File: config.mk
export PLATFORM = sky130hd
export DESIGN_NAME = sum_window_avg
export DESIGN_NICKNAME = d
export VERILOG_FILES = /design/src/rtl/sum_pkg.sv /design/src/rtl/window_shreg.sv /design/src/rtl/sum_window_avg.sv
export SDC_FILE = /design/constraint.sdc
export NUM_CORES = 1
export LEC_CHECK = 0
export ABC_CLOCK_PERIOD_IN_PS = 5350
export CORE_AREA = 3 3 88 90
export DETAILED_ROUTE_END_ITERATION = 8
export DIE_AREA = 0 0 91 93
export HOLD_SLACK_MARGIN = 0.08
export SLEW_MARGIN = 20
export SYNTH_ARGS = -nofsm -noshare
export SYNTH_HDL_FRONTEND = slang
export SYNTH_SLANG_ARGS = --single-unit
File: constraint.sdc
create_clock -name clk -period 5.35 [get_ports clk]
set_input_delay 0.535 -clock clk [delete_from_list [all_inputs] [get_ports clk]]
set_output_delay 0.535 -clock clk [all_outputs]
set_load 0.05 [all_outputs]
File: src/rtl/sum_pkg.sv
// sum_pkg: widths and state encoding shared by the adder, the window averager and benches.
// Revision: 1.0
`default_nettype none

package sum_pkg;

  localparam int SUM_W  = 6;
  localparam int OPND_W = 4;

  typedef enum logic {
    FILL = 1'b0,
    RUN  = 1'b1
  } win_state_t;

endpackage

`default_nettype wire

File: src/rtl/window_shreg.sv
// window_shreg: DEPTH x WIDTH shift register, entry 0 newest, oldest entry exposed combinationally.
// Revision: 1.0
`default_nettype none

module window_shreg
  import sum_pkg::*;
#(
  parameter int DEPTH = 4,
  parameter int WIDTH = SUM_W
) (
  input  logic             clk,
  input  logic             rst_n,
  input  logic             en,
  input  logic             clr,
  input  logic [WIDTH-1:0] din,
  output logic [WIDTH-1:0] oldest
);

  logic [WIDTH-1:0] entries [DEPTH];

  always_ff @(posedge clk or negedge rst_n) begin
    if (!rst_n) begin
      for (int i = 0; i < DEPTH; i++) entries[i] <= '0;
    end else if (clr) begin
      for (int i = 0; i < DEPTH; i++) entries[i] <= '0;
    end else if (en) begin
      entries[0] <= din;
      for (int i = 1; i < DEPTH; i++) entries[i] <= entries[i-1];
    end
  end

  assign oldest = entries[DEPTH-1];

endmodule

`default_nettype wire

File: src/rtl/sum_window_avg.sv
// sum_window_avg: sliding-window total and truncated average over the last 2**DEPTH_LOG2 samples.
// Revision: 1.0
`default_nettype none

module sum_window_avg
  import sum_pkg::*;
#(
  parameter int DEPTH_LOG2 = 2,
  parameter int IN_W       = SUM_W
) (
  input  logic                       clk,
  input  logic                       rst_n,
  input  logic                       in_valid,
  input  logic [IN_W-1:0]            in_data,
  input  logic                       clear,
  output logic                       out_valid,
  output logic [IN_W+DEPTH_LOG2-1:0] out_sum,
  output logic [IN_W-1:0]            out_avg,
  output logic                       full
);

  localparam int N     = 1 << DEPTH_LOG2;
  localparam int TOT_W = IN_W + DEPTH_LOG2;
  localparam int CNT_W = DEPTH_LOG2 + 1;
  localparam logic [CNT_W-1:0] CNT_LAST = CNT_W'(N - 1);
  localparam logic [CNT_W-1:0] CNT_FULL = CNT_W'(N);

  win_state_t       state;
  logic [CNT_W-1:0] count;
  logic [TOT_W-1:0] total;
  logic [IN_W-1:0]  oldest;
  logic             accept;

  assign accept = in_valid && !clear;

  window_shreg #(
    .DEPTH (N),
    .WIDTH (IN_W)
  ) u_shreg (
    .clk    (clk),
    .rst_n  (rst_n),
    .en     (accept),
    .clr    (clear),
    .din    (in_data),
    .oldest (oldest)
  );

  // Entries are zero until overwritten, so the same update works during fill.
  always_ff @(posedge clk or negedge rst_n) begin
    if (!rst_n) begin
      state     <= FILL;
      count     <= '0;
      total     <= '0;
      out_valid <= 1'b0;
      full      <= 1'b0;
    end else if (clear) begin
      state     <= FILL;
      count     <= '0;
      total     <= '0;
      out_valid <= 1'b0;
      full      <= 1'b0;
    end else if (in_valid) begin
      total <= total + TOT_W'(in_data) - TOT_W'(oldest);
      case (state)
        FILL: begin
          if (count == CNT_LAST) begin
            count     <= CNT_FULL;
            state     <= RUN;
            full      <= 1'b1;
            out_valid <= 1'b1;
          end else begin
            count     <= count + CNT_W'(1);
            out_valid <= 1'b0;
          end
        end
        RUN: begin
          out_valid <= 1'b1;
        end
        default: begin
          state     <= FILL;
          out_valid <= 1'b0;
        end
      endcase
    end else begin
      out_valid <= 1'b0;
    end
  end

  assign out_sum = total;
  assign out_avg = total[TOT_W-1:DEPTH_LOG2];

endmodule

`default_nettype wire

==> results of run 1 <==
power by group through the flow:
stage	Clock, mW	Sequential, mW	Combinational, mW
finish	0.303	0.339	0.451
global route	0.322	0.345	0.499
CTS	0.312	0.340	0.456
detailed placement	0	0.346	0.454
global placement	0	0.345	0.449
floorplan	0	0.405	0.293
how the worst max path moves through the flow:
stage            endpoint  cells past startpoint
2_1_floorplan  out_sum[6]                      9
3_3_place_gp   out_sum[6]                     10
3_5_place_dp   out_sum[6]                     10
4_1_cts        out_sum[6]                     10
5_1_grt        out_sum[6]                     10
6_report       out_sum[6]                     10
flip-flops by register name, indices dropped and copies added (netlist names):
name,flops
full,1
u_shreg.oldest,6
out_valid,1
out_sum,8
u_shreg.entries,18
count,3
state,1
cells by family (layout without fill, tap and decap cells):
| kind of cell | count (synthesis) | after routing |
|---|---|---|
| fa+ha+maj | 16 | 16 |
| mux | 32 | 32 |
| xor+xnor | 3 | 3 |
| compound gates | 21 | 21 |
| simple gates | 53 | 53 |
| buf+inv | 39 | 59 |
| flops | 38 | 38 |
worst max-delay path, delay by kind of cell:
family | cells | cell delay (ns)
buffers and inverters | 3 | 0.65
adders and majority gates | 2 | 0.98
AOI/OAI and AO/OA | 4 | 0.72
muxes | 1 | 0.15
area by class of cell:
cell class / instances / area [sq um]
inverter: 25 / 93.8
clock inverter: 2 / 60.1
fill: 751 / 4600
multi-input combinational: 125 / 973
timing repair buffer: 26 / 248
tap: 99 / 124
clock buffer: 6 / 82.6
sequential: 38 / 951
synthesized netlist by cell type, drive strengths merged, types with 4 or more instances:
cell type and n:
a21oi 9, ha 10, a21o 4, inv 25
mux2i 31, fa 6, nor2 37, buf 11
dfrtp 38
layer usage:
| layer | global-route usage | vias to the layer above | share of wire |
|---|---|---|---|
| met5 | 0 | - | 0 |
| met3 | 0.0225 | 7 | 0.031 |
| met4 | 0.0452 | 0 | 0.025 |
| li1 | - | 701 | - |
| met1 | 0.119 | 688 | 0.48 |
| met2 | 0.151 | 21 | 0.46 |
through the flow:
step | instance area (sq um) | std cells | setup WS (ns)
finish | 2530 | 321 | 2.44
floorplan | 2110 | 202 | 2.67
detailed placement | 2390 | 313 | 2.13
global placement | 2390 | 313 | 2.15
CTS | 2530 | 321 | 2.45
global route | 2530 | 321 | 2.30
==> results.cfg, run 1 <==
[global_routing]
grt_pass1_vias = 1387
grt_overflow_total = 0
grt_max_degree = 44
grt_antenna_before_repair = 0
grt_use_total = 0.0939
grt_pass1_wl_microns = 6500

[clocking]
path_clk_slew_ns = 0.08
cts_made_buffers = 5
cts_tree = done
htreeDepth = 2
cts-resized-gates = 0
postCtsHoldBufs = 0
cts_setup_buffers = 0
cts_max_path_buffers = 2
clk_latency_ns = 0.29
root_buffer = clkbuf_8
clkSinkCount = 38

[sta]
drv_slew = 0
fin_skew_ns = 0.00449
period_share = 0.544
relSlewSlack = 0.315
hold_viol_final = 0
fin_tns_setup_ns = 0
timing.fmax_ghz = 0.344
whs_ns = 0.336
setup-violations-final = 0
min_period_ns = 2.91
worst_pin_slew_ns = 1.03
rsz0062_at_grt = no

[logic_synthesis]
synth_area_sq_um = 2110
async_flop_share = 1.00
synth-edff-count = 0
synth_top_area_frac = 0.451
muxShareOfSynthArea = 0.153
synth_fp_nets = 228
ys_warn_count = 0
ys_seq_elements = 38
synth_top_family_by_area = multiplexers
synth_flop_cell = dfrtp_1
synth-compound-area-share = 0.0677
synth_cells = 202
ys_types = 31
synth_largest_area_cell = dfrtp_1
synthAdderAreaFrac = 0.116
yosysSeqAreaShare = 0.451
synthSimpleGateAreaFrac = 0.113
ys_top_cells_by_area = dfrtp_1 45%, mux2i_1 15%, nor2_1 6.6%
synth_xor_area_frac = 0.0125
avgSynthCellArea_sq_um = 10.4

[pwr]
seqPwrFrac = 0.310
irDropWorstVdd_mv = 0.113
leakage_nw = 1.23
power.share.clock = 0.277
switching_power_uw = 410
power_density_nw_per_um2 = 432
swShare = 0.375
internal_power_uw = 684
p_total_mw = 1.09
power_frac_comb = 0.413

[critical_path]
cp_max_fo = 2
cp-end-kind = register
r2r_end = out_sum[6]
r2r_slack_ns = 2.83
cp-startpoint = in_data[1]
r2r_start = out_sum[1]
worst_setup_path_start_kind = input pin
arrival_ns = 3.03
crit_path_cell_trace = clkdlybuf4s50_1 > inv_1 > fa_1 > inv_1 > fa_1 > a21o_2 > a21oi_1 > o21ai_0 > mux2i_1 > o311ai_0
r2r_cells = 9
crit_type = in2reg
required_ns = 5.47
critical_path.max_stage_delay_ns = 0.53
crit_slowest_cell = fa_1

[routing]
drt_iter0_markers = 54
vias = 1417
vias_per_cell = 4.41
ant_nets = 0
wirelength_microns = 3620
first_pass_iters = 4
wl_per_cell_microns = 11.3
drc = 0

[cells_and_area]
syn_to_final_growth_pct = 20.2
drive_above_1_share = 0.0676
antenna_cells = 0
layout_commonest_cell = dfrtp_1
nNetsFinal = 247
layout_common_cells = 38 x dfrtp_1, 37 x nor2_1, 31 x mux2i_1, 25 x inv_1, 23 x clkdlybuf4s50_1
final_util = 0.355

[run]
drv_cap = 0

[place]
gp_congestion = 0.726
io_buffers = 25
dpl.hpwl_microns = 2500

[hold_path]
hold_path.class = in2async

[outcome]
status = complete, no violations

[die]
start_util = 0.295
pin_count = 26
die_area_sq_um = 8460
die_h_microns = 93
rows = 31
die_w_microns = 91
core_sq_um = 7140
No activity file was read; power rests on OpenSTA's default activity.
==> run 2, diff against run 1 <==
--- a/config.mk
+++ b/config.mk
@@ -5,7 +5,7 @@
 export SDC_FILE = /design/constraint.sdc
 export NUM_CORES = 1
 export LEC_CHECK = 0
-export ABC_CLOCK_PERIOD_IN_PS = 5350
+export ABC_CLOCK_PERIOD_IN_PS = 2500
 export CORE_AREA = 3 3 88 90
 export DETAILED_ROUTE_END_ITERATION = 8
 export DIE_AREA = 0 0 91 93
==> constraint.sdc (replaced) <==
create_clock -name clk -period 2.5 [get_ports clk]
set_input_delay 0.25 -clock clk [delete_from_list [all_inputs] [get_ports clk]]
set_output_delay 0.25 -clock clk [all_outputs]
set_load 0.05 [all_outputs]
==> run 2 against run 1 <==
Compared with the run above: clock power is 37% higher; via count is 2.3% higher; utilization is 1.5 points higher; wire length is 4.4% higher; power is 110% higher; final area is 4.2% higher; clock skew is 0.0057 ns higher.
==> results.cfg, run 2 (same netlist as run 1, synthesis figures left out) <==
[outcome]
status = complete, no violations

[die]
die_area_sq_um = 8460
core_sq_um = 7140
rows = 31
die_w_microns = 91
die_h_microns = 93
start_util = 0.295
pin_count = 26

[cells_and_area]
drive_above_1_share = 0.165
largest_reg_flops = 18
nNetsFinal = 257
syn_to_final_growth_pct = 25.2
layout_commonest_cell = nor2_1
finish.instance_area_sq_um = 2640
antenna_cells = 0
layout_common_cells = 37 x nor2_1, 32 x dfrtp_1, 31 x mux2i_1, 24 x inv_1, 21 x clkdlybuf4s50_1
top_register = u_shreg.entries

[clocking]
cts_tree = done
cts_max_path_buffers = 2
htreeDepth = 2
postCtsHoldBufs = 0
root_buffer = clkbuf_8
clkSinkCount = 38
cts_made_buffers = 5
path_clk_slew_ns = 0.07
clk_latency_ns = 0.28

[pwr]
irDropWorstVdd_mv = 0.227
power_density_nw_per_um2 = 872
leakage_nw = 1.27
p_total_mw = 2.30

[critical_path]
crit_type = in2reg
required_ns = 2.71
cp-endpoint = out_sum[7]
arrival_ns = 2.63
cp-end-kind = register
r2r_start = out_sum[2]
r2r_slack_ns = 0.17
cp-startpoint = in_data[2]
r2r_end = out_sum[7]
r2r_cells = 9
cp_max_fo = 3
worst_setup_path_start_kind = input pin

[sta]
drv_slew = 0
period_share = 0.967
relSlewSlack = 0.440
timing.fmax_ghz = 0.414
hold_viol_final = 0
min_period_ns = 2.42
setup-violations-final = 0
fin_skew_ns = 0.0102
worst_pin_slew_ns = 0.839

[global_routing]
grt_overflow_total = 0
grt_antenna_before_repair = 0
grt_pass1_vias = 1446
grt_max_degree = 39
grt_pass1_wl_microns = 6550
grt_use_total = 0.0956

[routing]
ant_nets = 0
first_pass_iters = 4
wl_per_cell_microns = 11.5
vias_per_cell = 4.39
drt_iter0_markers = 45
drc = 0
vias = 1449
wirelength_microns = 3780

[place]
dpl.hpwl_microns = 2720
io_buffers = 25
gp_congestion = 0.782
place_area_sq_um = 2470

[run]
drv_cap = 0

[hold_path]
hold_path.class = in2async
==> run 2: final cells by class <==
class	instances	area (sq um)
flip-flops and latches	38	958
multi-input cells	125	1050
clock buffers	7	86.3
repair buffers	36	328
well taps	99	124
inverters	25	93.8
fillers	734	4500
==> run 2: worst max-delay path, cell delays in order <==
cell	delay, ns
clkdlybuf4s50_1	0.48
inv_1	0.07
fa_1	0.54
inv_1	0.07
ha_4	0.28
o21ai_1	0.09
nor3_2	0.24
mux2_4	0.33
a21o_1	0.17
a21oi_2	0.12
==> run 2: timing repair <==
action,CTS,global route
buffers inserted,0,0
gates resized for setup,4,12
pin swaps,0,5
setup endpoints to repair,2,4
==> run 2: per-stage QoR <==
step                      setup TNS [ns]   util  instances  hold slack (ns)  setup WS, ns
after floorplan                  -0.0372      -        202          -0.0456       -0.0372
after global placement             -1.17  0.346        323            0.417        -0.362
after detailed placement           -1.20  0.346        323            0.413        -0.364
after CTS                              0  0.360        330            0.101        0.0299
after global routing            -0.00117  0.370        330            0.139      -0.00117
final                                  0  0.370        330           0.0664        0.0824
==> run 2: worst min-delay path by stage <==
stage | endpoint | slack, ns | cells after the start
after floorplan | count[0] | -0.05 | 0
after global placement | out_sum[6] | 0.42 | 1
after detailed placement | out_sum[6] | 0.41 | 1
after CTS | out_sum[4] | 0.10 | 1
after global routing | u_shreg.entries[8] | 0.14 | 1
final | u_shreg.entries[23] | 0.07 | 1
==> run 2: power by group <==
group          internal, mW  total, mW  switching [mW]  leakage [nW]
Combinational         0.500       1.16           0.657         0.721
Sequential            0.675      0.729          0.0537         0.508
Clock                 0.219      0.415           0.196        0.0443
Total                  1.39       2.30           0.907          1.27
==> run 2: per-layer routing <==
metal  part of all wire  track usage  vias up
met5                  0            0        -
met4              0.010       0.0377        0
met3              0.030       0.0209        2
met2               0.50        0.162       20
met1               0.46        0.119      706
li1                   -            -      721
==> run 3, diff against run 2 <==
--- a/config.mk
+++ b/config.mk
@@ -6,9 +6,9 @@
 export NUM_CORES = 1
 export LEC_CHECK = 0
 export ABC_CLOCK_PERIOD_IN_PS = 2500
-export CORE_AREA = 3 3 88 90
+export CORE_AREA = 3 3 82 84
 export DETAILED_ROUTE_END_ITERATION = 8
-export DIE_AREA = 0 0 91 93
+export DIE_AREA = 0 0 85 87
 export HOLD_SLACK_MARGIN = 0.08
 export SLEW_MARGIN = 20
 export SYNTH_ARGS = -nofsm -noshare
==> run 3 against run 2 <==
Compared with the run above: sequential power about the same; clock skew down 0.0030 ns; hold slack worse by 0.0089 ns; register-to-register slack better by 0.02 ns; clock-buffer cell count down 1; final cell count down 7.6%; sequential cell count unchanged; global-route usage up 0.92 points; non-clock buffer count down 2; critical path depth unchanged; worst setup slack better by 0.017 ns; die area down 13%; highest routed layer unchanged.
==> results.cfg, run 3 (same netlist as run 1, synthesis figures left out) <==
[outcome]
status = complete, no violations

[critical_path]
r2r_end = out_sum[5]
r2r_cells = 9
r2r_slack_ns = 0.19
cp-end-kind = register
critical_path.max_stage_delay_ns = 0.52
crit_path_frequent_cell = inv_1
arrival_ns = 2.55
crit_slowest_cell = fa_1
cp_max_fo = 2
r2r_start = out_sum[2]
required_ns = 2.65
crit_path_cell_trace = clkdlybuf4s50_1 > inv_1 > fa_1 > inv_1 > fa_2 > a21o_2 > a21oi_2 > o21ai_1 > mux2i_1 > o311ai_0
crit_family = adder cells
crit_type = in2reg
worst_setup_path_start_kind = input pin
cp_num_buf_inv = 3

[pwr]
leakage_nw = 1.29
swShare = 0.367
power_density_nw_per_um2 = 936
power.share.clock = 0.262
internal_power_mw = 1.56
switching_power_uw = 903
power_frac_comb = 0.441
seqPwrFrac = 0.296
irDropWorstVdd_mv = 0.480

[die]
die_w_microns = 85
core_sq_um = 5990
die_area_sq_um = 7400
die_h_microns = 87
rows = 28
pin_count = 26
start_util = 0.352

[cells_and_area]
fillers = 546
antenna_cells = 0
nNetsFinal = 255
largest_reg_flops = 18
drive_above_1_share = 0.152
layout_common_cells = 37 x nor2_1, 32 x dfrtp_1, 31 x mux2i_1, 25 x inv_1, 21 x clkdlybuf4s50_1
top_register = u_shreg.entries
layout_commonest_cell = nor2_1
final_util = 0.439
syn_to_final_growth_pct = 24.7

[routing]
drc = 0
ant_nets = 0
drt_iter0_markers = 61
wirelength_microns = 3550
vias = 1389
first_pass_iters = 4
wl_per_cell_microns = 11.6
vias_per_cell = 4.55

[place]
io_buffers = 25
pre_cts_slack_ns = -0.332
gp_congestion = 0.758
dpl.hpwl_microns = 2480

[sta]
min_period_ns = 2.40
setup-violations-final = 0
period_share = 0.960
fin_skew_ns = 0.00719
drv_slew = 0
hold_viol_final = 0
worst_slack_ns = 0.0998
worst_pin_slew_ns = 0.843
relSlewSlack = 0.438
timing.fmax_ghz = 0.417

[clocking]
path_clk_slew_ns = 0.08
postCtsHoldBufs = 0
cts_tree = done
cts_max_path_buffers = 2
clkSinkCount = 38
htreeDepth = 2
cts_made_buffers = 5
clk_latency_ns = 0.29
root_buffer = clkbuf_8
cts_setup_buffers = 0

[hold_path]
hold_path.class = in2async

[global_routing]
grt_pass1_vias = 1353
grt_use_total = 0.105
grt_antenna_before_repair = 0
grt_pass1_wl_microns = 6190
grt_max_degree = 39
grt_overflow_total = 0

[run]
drv_cap = 0
-- run 3: cell count changes in the layout (fill, tap and decap cells not counted), sizes merged --
cell	previous run	this run
clkbuf	7	6
bufinv	0	2
buf	13	11
-- run 3: metrics by stage --
stage | instance area, sq um | TNS [ns] | hold WS [ns] | cells | power (mW)
finish | 2630 | 0 | 0.0576 | 305 | 2.46
detailed placement | 2430 | -1.12 | 0.405 | 297 | 1.77
global route | 2630 | -0.0106 | 0.125 | 305 | 2.62
floorplan | 2110 | -0.0372 | -0.0456 | 202 | 1.50
CTS | 2570 | 0 | 0.0842 | 305 | 2.43
global placement | 2430 | -1.05 | 0.412 | 297 | 1.76
-- run 3: routing by layer --
| metal | routed length, microns | vias up | GRT usage | part of all wire |
|---|---|---|---|---|
| met3 | 123 | 7 | 0.0303 | 0.035 |
| met2 | 1630 | 21 | 0.160 | 0.46 |
| met1 | 1710 | 647 | 0.137 | 0.48 |
| li1 | - | 714 | - | - |
| met5 | 0 | - | 0 | 0 |
| met4 | 83 | 0 | 0.0518 | 0.023 |
-- run 3: power by group through the flow --
stage	clock network (mW)	registers [mW]	logic, mW
floorplan	0	0.873	0.626
global route	0.687	0.741	1.19
finish	0.645	0.729	1.09
detailed placement	0	0.742	1.03
global placement	0	0.740	1.02
CTS	0.667	0.731	1.03
-- run 3: final cells by class --
class | count | area, sq um | share of cell area
Timing Repair Buffer | 34 | 313 | 0.119
Sequential cell | 38 | 958 | 0.365
Multi-Input combinational cell | 125 | 1030 | 0.390
Clock buffer | 6 | 82.6 | 0.0314
Clock inverter | 2 | 60.1 | 0.0229
Tap cell | 75 | 93.8 | 0.0357
Inverter | 25 | 93.8 | 0.0357
-- run 3: what timing repair did --
item,in CTS,in global routing
pin swaps,0,1
setup endpoints to repair,1,4
resized for setup,1,10
-- run 3: worst max-delay path by stage --
stage	slack, ns	cells past startpoint	start	to
final	0.1	10	in_data[1]	out_sum[6]
after global routing	-0.009	11	in_data[1]	out_sum[4]
after CTS	0.007	10	in_data[5]	out_sum[7]
after detailed placement	-0.33	10	in_data[1]	out_sum[6]
after global placement	-0.32	10	in_data[1]	out_sum[6]
after floorplan	-0.04	9	out_sum[1]	out_sum[6]
